**config.mk**
```make
export PLATFORM = sky130hd
export DESIGN_NAME = soc_clock_reset_ctrl
export DESIGN_NICKNAME = d
export VERILOG_FILES = /design/src/rtl/soc_clkrst_pkg.sv /design/src/rtl/reset_debouncer.sv /design/src/rtl/soc_clock_reset_ctrl.sv
export SDC_FILE = /design/constraint.sdc
export NUM_CORES = 1
export LEC_CHECK = 0
export CORE_ASPECT_RATIO = 0.7
export CORE_MARGIN = 4
export CORE_UTILIZATION = 51
export DETAILED_ROUTE_END_ITERATION = 7
export PLACE_DENSITY = 0.79
export SLEW_MARGIN = 20
export SYNTH_ARGS = -nofsm -noshare
export SYNTH_HDL_FRONTEND = slang
export SYNTH_SLANG_ARGS = --single-unit
```
**constraint.sdc**
```tcl
create_clock -name clk -period 1.8 [get_ports clk]
set_input_delay 0.27 -clock clk [delete_from_list [all_inputs] [get_ports clk]]
set_output_delay 0.27 -clock clk [all_outputs]
set_load 0.01 [all_outputs]
```
**src/rtl/soc_clkrst_pkg.sv**
```systemverilog
// Shared types and constants for the SoC clock-enable / reset sequencer.
package soc_clkrst_pkg;

  typedef enum logic {
    ST_HOLD = 1'b0,
    ST_RUN  = 1'b1
  } state_e;

  localparam int SOFT_RESET_COUNT_W = 8;

endpackage

```
**src/rtl/reset_debouncer.sv**
```systemverilog
// Synchronizes and debounces an async soft-reset level into a single-cycle pulse.
// Pulse lands DEBOUNCE_CYCLES+1 clk after the first sampled high; no backpressure, one pulse per held request.
module reset_debouncer
  import soc_clkrst_pkg::*;
#(
  parameter int DEBOUNCE_CYCLES = 16
) (
  input  logic clk,
  input  logic rst_n,
  input  logic req_async,
  output logic req_pulse
);

  localparam int DB_W = (DEBOUNCE_CYCLES > 1) ? $clog2(DEBOUNCE_CYCLES) : 1;
  localparam logic [DB_W-1:0] DB_LAST = DB_W'(DEBOUNCE_CYCLES - 1);

  logic            sync1_q, sync1_d;
  logic            sync2_q, sync2_d;
  logic            done_q, done_d;
  logic            pulse_q, pulse_d;
  logic [DB_W-1:0] db_cnt_q, db_cnt_d;

  always_comb begin
    sync1_d  = req_async;
    sync2_d  = sync1_q;
    db_cnt_d = db_cnt_q;
    done_d   = done_q;
    pulse_d  = 1'b0;
    if (!sync2_q) begin
      db_cnt_d = '0;
      done_d   = 1'b0;
    end else if (db_cnt_q == DB_LAST) begin
      // counter parks at its terminal value; done blocks re-firing until the input drops
      pulse_d = ~done_q;
      done_d  = 1'b1;
    end else begin
      db_cnt_d = db_cnt_q + 1'b1;
    end
  end

  always_ff @(posedge clk or negedge rst_n) begin
    if (!rst_n) begin
      sync1_q  <= 1'b0;
      sync2_q  <= 1'b0;
      done_q   <= 1'b0;
      pulse_q  <= 1'b0;
      db_cnt_q <= '0;
    end else begin
      sync1_q  <= sync1_d;
      sync2_q  <= sync2_d;
      done_q   <= done_d;
      pulse_q  <= pulse_d;
      db_cnt_q <= db_cnt_d;
    end
  end

  assign req_pulse = pulse_q;

endmodule

```
**src/rtl/soc_clock_reset_ctrl.sv**
```systemverilog
// Board clock divider plus SoC reset sequencer with debounced soft-reset and a saturating event count.
// Release after RESET_HOLD*CLK_DIV+1 clk from power-up; soft reset asserts DEBOUNCE_CYCLES+2 clk after request; no backpressure.
module soc_clock_reset_ctrl
  import soc_clkrst_pkg::*;
#(
  parameter int CLK_DIV         = 1,
  parameter int RESET_HOLD      = 8,
  parameter int DEBOUNCE_CYCLES = 16
) (
  input  logic                          clk,
  input  logic                          CPU_RESETN,
  input  logic                          soft_reset_req,
  output logic                          clk_en,
  output logic                          clk_div,
  output logic                          soc_reset,
  output logic                          ready,
  output logic [SOFT_RESET_COUNT_W-1:0] soft_reset_count
);

  localparam int DIV_W  = (CLK_DIV > 1) ? $clog2(CLK_DIV) : 1;
  localparam int HOLD_W = (RESET_HOLD > 1) ? $clog2(RESET_HOLD) : 1;
  localparam logic [DIV_W-1:0]  DIV_LAST  = DIV_W'(CLK_DIV - 1);
  localparam logic [HOLD_W-1:0] HOLD_LAST = HOLD_W'(RESET_HOLD - 1);

  state_e                          state_q, state_d;
  logic [DIV_W-1:0]                div_cnt_q, div_cnt_d;
  logic [HOLD_W-1:0]               hold_cnt_q, hold_cnt_d;
  logic                            clk_en_q, clk_en_d;
  logic                            clk_div_q, clk_div_d;
  logic [SOFT_RESET_COUNT_W-1:0]   count_q, count_d;
  logic                            req_pulse;

  reset_debouncer #(
    .DEBOUNCE_CYCLES(DEBOUNCE_CYCLES)
  ) u_debouncer (
    .clk      (clk),
    .rst_n    (CPU_RESETN),
    .req_async(soft_reset_req),
    .req_pulse(req_pulse)
  );

  always_comb begin
    clk_en_d  = (div_cnt_q == DIV_LAST);
    div_cnt_d = clk_en_d ? '0 : div_cnt_q + 1'b1;
    clk_div_d = clk_div_q ^ clk_en_d;
  end

  always_comb begin
    state_d    = state_q;
    hold_cnt_d = hold_cnt_q;
    count_d    = count_q;
    unique case (state_q)
      ST_HOLD: begin
        // a fresh request restarts the hold window, even on the completion edge
        if (req_pulse) begin
          hold_cnt_d = '0;
        end else if (clk_en_q) begin
          if (hold_cnt_q == HOLD_LAST) begin
            state_d    = ST_RUN;
            hold_cnt_d = '0;
          end else begin
            hold_cnt_d = hold_cnt_q + 1'b1;
          end
        end
      end
      ST_RUN: begin
        if (req_pulse) begin
          state_d    = ST_HOLD;
          hold_cnt_d = '0;
          if (count_q != '1) count_d = count_q + 1'b1;
        end
      end
      default: state_d = ST_HOLD;
    endcase
  end

  always_ff @(posedge clk or negedge CPU_RESETN) begin
    if (!CPU_RESETN) begin
      state_q    <= ST_HOLD;
      div_cnt_q  <= '0;
      hold_cnt_q <= '0;
      clk_en_q   <= 1'b0;
      clk_div_q  <= 1'b0;
      count_q    <= '0;
    end else begin
      state_q    <= state_d;
      div_cnt_q  <= div_cnt_d;
      hold_cnt_q <= hold_cnt_d;
      clk_en_q   <= clk_en_d;
      clk_div_q  <= clk_div_d;
      count_q    <= count_d;
    end
  end

  assign clk_en           = clk_en_q;
  assign clk_div          = clk_div_q;
  assign soc_reset        = (state_q == ST_HOLD);
  assign ready            = (state_q == ST_RUN);
  assign soft_reset_count = count_q;

endmodule
```
== Word-level counts from Yosys, hierarchy flattened ==
Cells that the tools add are included.
Storage, ports and cells
  logic and storage cells: 45
  output and inout port bits: 12
  bits in registers: 23
  input bits: 3
Operators by class
  muxes and demuxes: 17
  reductions and logical operators: 2
  equality and inequality tests: 7
  add/subtract/negate cells: 4
  bitwise operators: 4
Operator list (number)
  3-bit two-way mux: 4
  1-bit two-way mux: 9
  8-bit by 1-bit adder with 8-bit output (second input constant): 1
  4-bit two-way mux: 2
  8-bit != test (second input constant): 1
  3-bit case mux with 2 select lines: 1
  4-bit by 1-bit adder with 4-bit output (second input constant): 1
  4-bit equality test (second input constant): 1
  2-bit != test (second input constant): 2
  3-bit by 1-bit adder with 3-bit output (second input constant): 1
  3-bit equality test (second input constant): 1
  3-bit by 1-bit != test with 1-bit output (second input constant): 1
  1-bit NOT: 3
  3-bit AND reduction: 1
  2-bit by 1-bit != test with 1-bit output (second input constant): 1
  1-bit case mux with 2 select lines: 1
  2-bit AND reduction: 1
  1-bit adder (second input constant): 1
  1-bit bitwise XOR: 1

== Longest topological paths before layout ==
Gate-level depths: netlist of the first run.
  depth after elaboration: 5
  mapped depth: 5
  mapped depth without buffers: 5

== By module ==
A second synthesis of the first run with hierarchy kept.
Second synthesis, totals
  cell total of the unflattened synthesis: 87
  area, all modules: 991.0 um^2
Modules (own cells, without submodules)
  soc_clock_reset_ctrl: sequential area each 350.3 um^2, times used 1, cells each 61, area an instance 660.6 um^2
  reset_debouncer: sequential area each 200.2 um^2, times used 1, cells each 26, area an instance 330.3 um^2

== Least setup slack after synthesis of the first run ==
OpenSTA, ideal clock, no wires.
  path type: register to register
  from: register count_q[0], in the netlist soft_reset_count[0]
  to: register count_q[1], in the netlist soft_reset_count[1]
  period minus slack after synthesis: 1.430 ns
  setup slack: 0.370 ns
  required time: 1.672 ns
  setup time: 0.128 ns
  arrival: 1.303 ns
  stages on the path, launching flop included: 5
  path buffers: 0
  cells stage by stage: dfrtp_1 -> ha_1 -> nand4_4 -> o21ai_2 -> mux2_1
On the way
  word-level cells in the longest chain between the ends: 2
RTL lines
  start, declared: RTL line soc_clock_reset_ctrl.sv:30  | logic [SOFT_RESET_COUNT_W-1:0] count_q, count_d;
  start signal, assigned: RTL line soc_clock_reset_ctrl.sv:91  | count_q <= count_d;
  parallel branches: the longest is 2 deep, another holds 8-bit by 1-bit adder with 8-bit output
Parallel ways; which one is timed is not known.
A chain may end at the register's enable or synchronous reset.

== Worst setup path after layout of the first run ==
  from: register count_q[3], in the netlist soft_reset_count[3]
  to: output port soft_reset_count[3]
RTL lines
  end, declared: RTL line soc_clock_reset_ctrl.sv:17  | output logic [SOFT_RESET_COUNT_W-1:0] soft_reset_count
No word-level cell between the ends.

==> impl_metrics.ini, run 1 <==
[place]
place.gp.congestion = 0.792
dp_cells = 120
numPortBuffers = 14
dp_hpwl_um = 1310

[synthesis]
synth_area_per_cell_um2 = 12.0
synth_area_um2 = 992
synthTopCellsByCount = 22 x dfrtp_1, 7 x nor2_1, 5 x nand3_1
netlist_instances = 83
post-synth-top-count-cell = dfrtp_1
yosysSeqAreaShare_pct = 55.5
synth.distinct_cells = 33
synthTopCellsByArea = dfrtp_1 55%, ha_1 5.0%, mux2i_1 3.0%
yosysTopAreaCellShare_pct = 55.5
synthFlopType = dfrtp_1
yosys_warnings = 0
synth_edf_count = 0
ys_seq_elements = 22
synthArstFlopShare_pct = 100
yosysTopAreaCell = dfrtp_1
synth.net_count = 90

[timing]
min_period_ns = 1.67
fin_setup_tns_ns = 0
fin_crit_sh_pct = 93.0
setup_viol = 0
finalHoldViolCount = 0
rsz0062_at_grt = false
fmaxAchievable_ghz = 0.597
slew_violations = 0
finalClockSkew_ns = 0.00650

[critical_path]
max_stage_delay_ns = 0.59
worstPathMaxFanout = 6
path_cells = clkdlybuf4s50_1
cp.required_ns = 1.53
cp_slowest_cell = clkdlybuf4s50_1
cp.arrival_ns = 1.40
critical_path_class = reg2out
cp_top_family = buffers and inverters
critPathLaunchType = register
endpoint_kind = primary output
path_buf_inv = 1

[floorplanning]
io_pins = 15
dieWidth_um = 60.7
core_mm2 = 0.00185
die_h_um = 44.9
start_util_pct = 53.5
num_rows = 13
dieArea_mm2 = 0.00273

[clocking]
cts_resized = 0
cts-buffers-inserted = 3
post_cts_buffers = 0
cts-htree-levels = 1
cts_buffer_depth = 2
holdBufCountCts = 0
cts_root_buffer = clkbuf_4
worstSkewPairLatency_ns = 0.29
clock-sinks = 22
clkTransAtPathRegs_ns = 0.11
cts_tree = yes

[status]
status = finished, final reports clean

[global_route]
grt_max_degree = 23
antenna_found_initial = 0
grt_pass1_vias = 634
grt_overflow = 0
grt_usage_pct = 14.6
grt_pass1_wl_um = 2860

[routing]
wl_per_cell_um = 14.0
first_pass_iters = 4
route.detailed.drc = 0
dr.first_iter.drc_count = 20
vias = 664
top_layer_used = met4
met3_length_um = 76
drt-total-wl_um = 1720
wl_met2_um = 802
via_per_inst = 5.40
drtAntennaViolNets = 0
wl_met1_um = 828

[layout]
finalNetCount = 110
drive_gt1_share_pct = 11.9
diodes = 0
syn2layout_area_growth_pct = 19.9
fin_util_pct = 64.2
stdcell_count = 123
n_fill_cell = 151

[job]
max_cap_violations = 0

[pwr]
leakagePower_nw = 0.556
ir_drop_uv = 777
cellPowerDensity_mw_per_mm2 = 855

[worst_hold_path]
hp-class = in2async
path summary, 6_finish.rpt:
kind | from | endpoint | slack (ns) | cells past startpoint
min in group clk | u_debouncer.sync1_q$_DFF_PN0_ | u_debouncer.sync2_q$_DFF_PN0_ | 0.37 | 0
min reg2reg | u_debouncer.sync1_q$_DFF_PN0_ | u_debouncer.sync2_q$_DFF_PN0_ | 0.37 | 0
min | CPU_RESETN | ready$_DFF_PN0_ | 0.31 | 2
max reg2reg | soft_reset_count[0]$_DFFE_PN0P_ | soft_reset_count[1]$_DFFE_PN0P_ | 0.31 | 4
max in group asynchronous | CPU_RESETN | soft_reset_count[1]$_DFFE_PN0P_ | 1.27 | 2
max | soft_reset_count[3]$_DFFE_PN0P_ | soft_reset_count[3] | 0.13 | 1
metrics by stage:
stage / total power [mW] / hold slack [ns] / area, um^2 / setup WS [ns]
5_1_grt: 1.10 / 0.312 / 1190 / 0.0623
6_report: 1.02 / 0.307 / 1190 / 0.125
3_5_place_dp: 0.826 / 0.349 / 1170 / 0.303
3_3_place_gp: 0.801 / 0.338 / 1170 / 0.382
2_1_floorplan: 0.720 / -0.0256 / 992 / 0.370
4_1_cts: 1.04 / 0.316 / 1190 / 0.113
where the power goes:
part | switching, mW | internal (mW) | leakage, nW | total (mW)
clock | 0.130 | 0.0779 | 0.0138 | 0.207
combinational | 0.0964 | 0.113 | 0.259 | 0.209
sequential | 0.0531 | 0.547 | 0.283 | 0.601
total | 0.279 | 0.738 | 0.556 | 1.02
placed cells by master (no fill, tap or decap), drive strengths merged, types with 2 or more instances in the layout:
cell type,n
dfrtp,22
and2,2
mux2,5
o21ai,3
nor2,7
a21oi,3
nand4,3
nand2,4
ha,4
inv,4
mux2i,3
nand2b,2
xnor2,2
clkdlybuf4s50,14
nand3,5
clkbuf,3
sequential cells by signal, summed over array words and instances, names as in the netlist:
register	flops
u_debouncer.req_pulse	1
u_debouncer.sync2_q	1
clk_div	1
u_debouncer.db_cnt_q	4
u_debouncer.done_q	1
clk_en	1
hold_cnt_q	3
soft_reset_count	8
ready	1
u_debouncer.sync1_q	1
per-layer routing:
layer  track usage, %  up-vias
met4             2.60        0
met3             6.29        2
met2             23.7       15
met5                0        -
li1                 -      335
met1             18.5      312
cell type report:
| type | instances | area (um^2) | area share [%] |
|---|---|---|---|
| multi-input combinational | 57 | 427 | 35.9 |
| timing repair buffer | 15 | 148 | 12.4 |
| inverter | 4 | 15.0 | 1.26 |
| sequential | 22 | 551 | 46.3 |
| clock buffer | 3 | 22.5 | 1.89 |
| tap | 22 | 27.5 | 2.31 |
cell families (layout without fill, tap and decap cells):
group | after synthesis | count (layout) | share of synthesized area, %
multiplexers | 8 | 8 | 9.08
AND/OR/NAND/NOR | 29 | 29 | 17.9
buffers and inverters | 4 | 22 | 1.51
XOR/XNOR | 3 | 3 | 2.65
flip-flops | 22 | 22 | 55.5
AO/OA/AOI/OAI | 12 | 12 | 7.95
other | 1 | 1 | 0.378
adder cells (fa/ha/maj) | 4 | 4 | 5.04
No activity file was read; power rests on OpenSTA's default activity.
==> run 2, diff against run 1 <==
- MAX_ROUTING_LAYER: unset -> met4
==> run 2 against run 1 <==
Sequential share of layout area unchanged. Sequential power about the same. First-iteration DRC count up 5.0%. Critical endpoint unchanged. Total power about the same. Global-route usage up 0.45 points. Via count up 1.5%. Critical path depth unchanged. Count of clock-buffer cells in the layout unchanged. Worst setup slack better by 0.0022 ns. Die area unchanged. Highest routed layer unchanged. Final cell count unchanged. Clock power about the same.
==> impl_metrics.ini, run 2 (synthesized netlist as in run 1, its figures left out) <==
[clocking]
clock-sinks = 22
post_cts_buffers = 0
cts-buffers-inserted = 3
cts-htree-levels = 1
cts_tree = yes
cts_buffer_depth = 2
cts_resized = 0
cts_root_buffer = clkbuf_4
clkTransAtPathRegs_ns = 0.11
worstSkewPairLatency_ns = 0.30
holdBufCountCts = 0

[layout]
final_common_cell = dfrtp_1
finalNetCount = 110
diodes = 0
syn2layout_area_growth_pct = 19.9
fin_util_pct = 64.2
largest_register_ffs = 8
drive_gt1_share_pct = 11.9
final_cell_mix = 22 x dfrtp_1, 14 x clkdlybuf4s50_1, 7 x nor2_1, 5 x nand3_1

[routing]
first_pass_iters = 4
drtAntennaViolNets = 0
drt-total-wl_um = 1720
route.detailed.drc = 0
dr.first_iter.drc_count = 21
wl_per_cell_um = 13.9
vias = 674
via_per_inst = 5.48

[pwr]
leakagePower_nw = 0.556
cellPowerDensity_mw_per_mm2 = 855
ir_drop_uv = 776

[job]
max_cap_violations = 0

[timing]
min_period_ns = 1.67
hold-worst-slack_ns = 0.306
setup_viol = 0
fmaxAchievable_ghz = 0.598
finalHoldViolCount = 0
fin_crit_sh_pct = 92.9
fin_setup_tns_ns = 0
rsz0062_at_grt = false
finalClockSkew_ns = 0.00504
slew_violations = 0

[floorplanning]
dieArea_mm2 = 0.00273
die_h_um = 44.9
core_mm2 = 0.00185
start_util_pct = 53.5
num_rows = 13
io_pins = 15
dieWidth_um = 60.7

[place]
numPortBuffers = 14
dp_hpwl_um = 1310
place.gp.congestion = 0.803

[critical_path]
path_cells = clkdlybuf4s50_1
worstPathMaxFanout = 6
cp_slowest_cell = clkdlybuf4s50_1
critical_path_class = reg2out
cp_top_family = buffers and inverters
path_buf_inv = 1
cp.arrival_ns = 1.40
max_stage_delay_ns = 0.59
reg2reg_slack_ns = 0.31
crit_start = soft_reset_count[3]$_DFFE_PN0P_
endpoint_kind = primary output
critPathLaunchType = register
cp.required_ns = 1.53
r2r_start = soft_reset_count[0]$_DFFE_PN0P_

[global_route]
grt_usage_pct = 15.0
grt_max_degree = 23
grt_overflow = 0
grt_pass1_wl_um = 2870
grt_pass1_vias = 633
antenna_found_initial = 0

[worst_hold_path]
hp-class = in2async

[status]
status = finished, final reports clean
## run 2: path summary, 6_finish.rpt
path | cells past startpoint | endpoint
min in group clk | 0 | u_debouncer.sync2_q$_DFF_PN0_
max in group asynchronous | 2 | soft_reset_count[1]$_DFFE_PN0P_
hold reg to reg | 0 | u_debouncer.sync2_q$_DFF_PN0_
setup reg to reg | 4 | soft_reset_count[1]$_DFFE_PN0P_
hold / removal | 2 | ready$_DFF_PN0_
setup / recovery | 1 | soft_reset_count[3]
## run 2: power breakdown
group	internal [mW]	switching (mW)
Combinational	0.113	0.0962
Sequential	0.547	0.0531
Clock	0.0779	0.130
Total	0.738	0.279
## run 2: per-layer routing
| metal | global-route usage (%) | part of all wire, % | up-vias |
|---|---|---|---|
| li1 | - | - | 335 |
| met1 | 18.7 | 48 | 318 |
| met5 | - | 0 | - |
| met4 | 2.60 | 0.64 | 0 |
| met2 | 23.7 | 47 | 19 |
| met3 | 6.00 | 4.5 | 2 |
## run 2: area by class of cell
class,count,area (um^2)
clock buffers,3,22.5
fillers,151,664
inverters,4,15.0
multi-input cells,57,427
flip-flops and latches,22,551
well taps,22,27.5
repair buffers,15,148
## run 2: metrics by stage
stage	worst slack, ns	cell area, um^2	total power [mW]	instances
2_1_floorplan	0.370	992	0.720	83
3_3_place_gp	0.382	1170	0.801	120
3_5_place_dp	0.303	1170	0.826	120
4_1_cts	0.113	1190	1.04	123
5_1_grt	0.0623	1190	1.10	123
6_report	0.127	1190	1.02	123
==> run 3, diff against run 2 <==
- CAP_MARGIN: unset -> 10
==> results of run 3 <==
The final DEF is identical to that of run 2; final timing and power are the same.
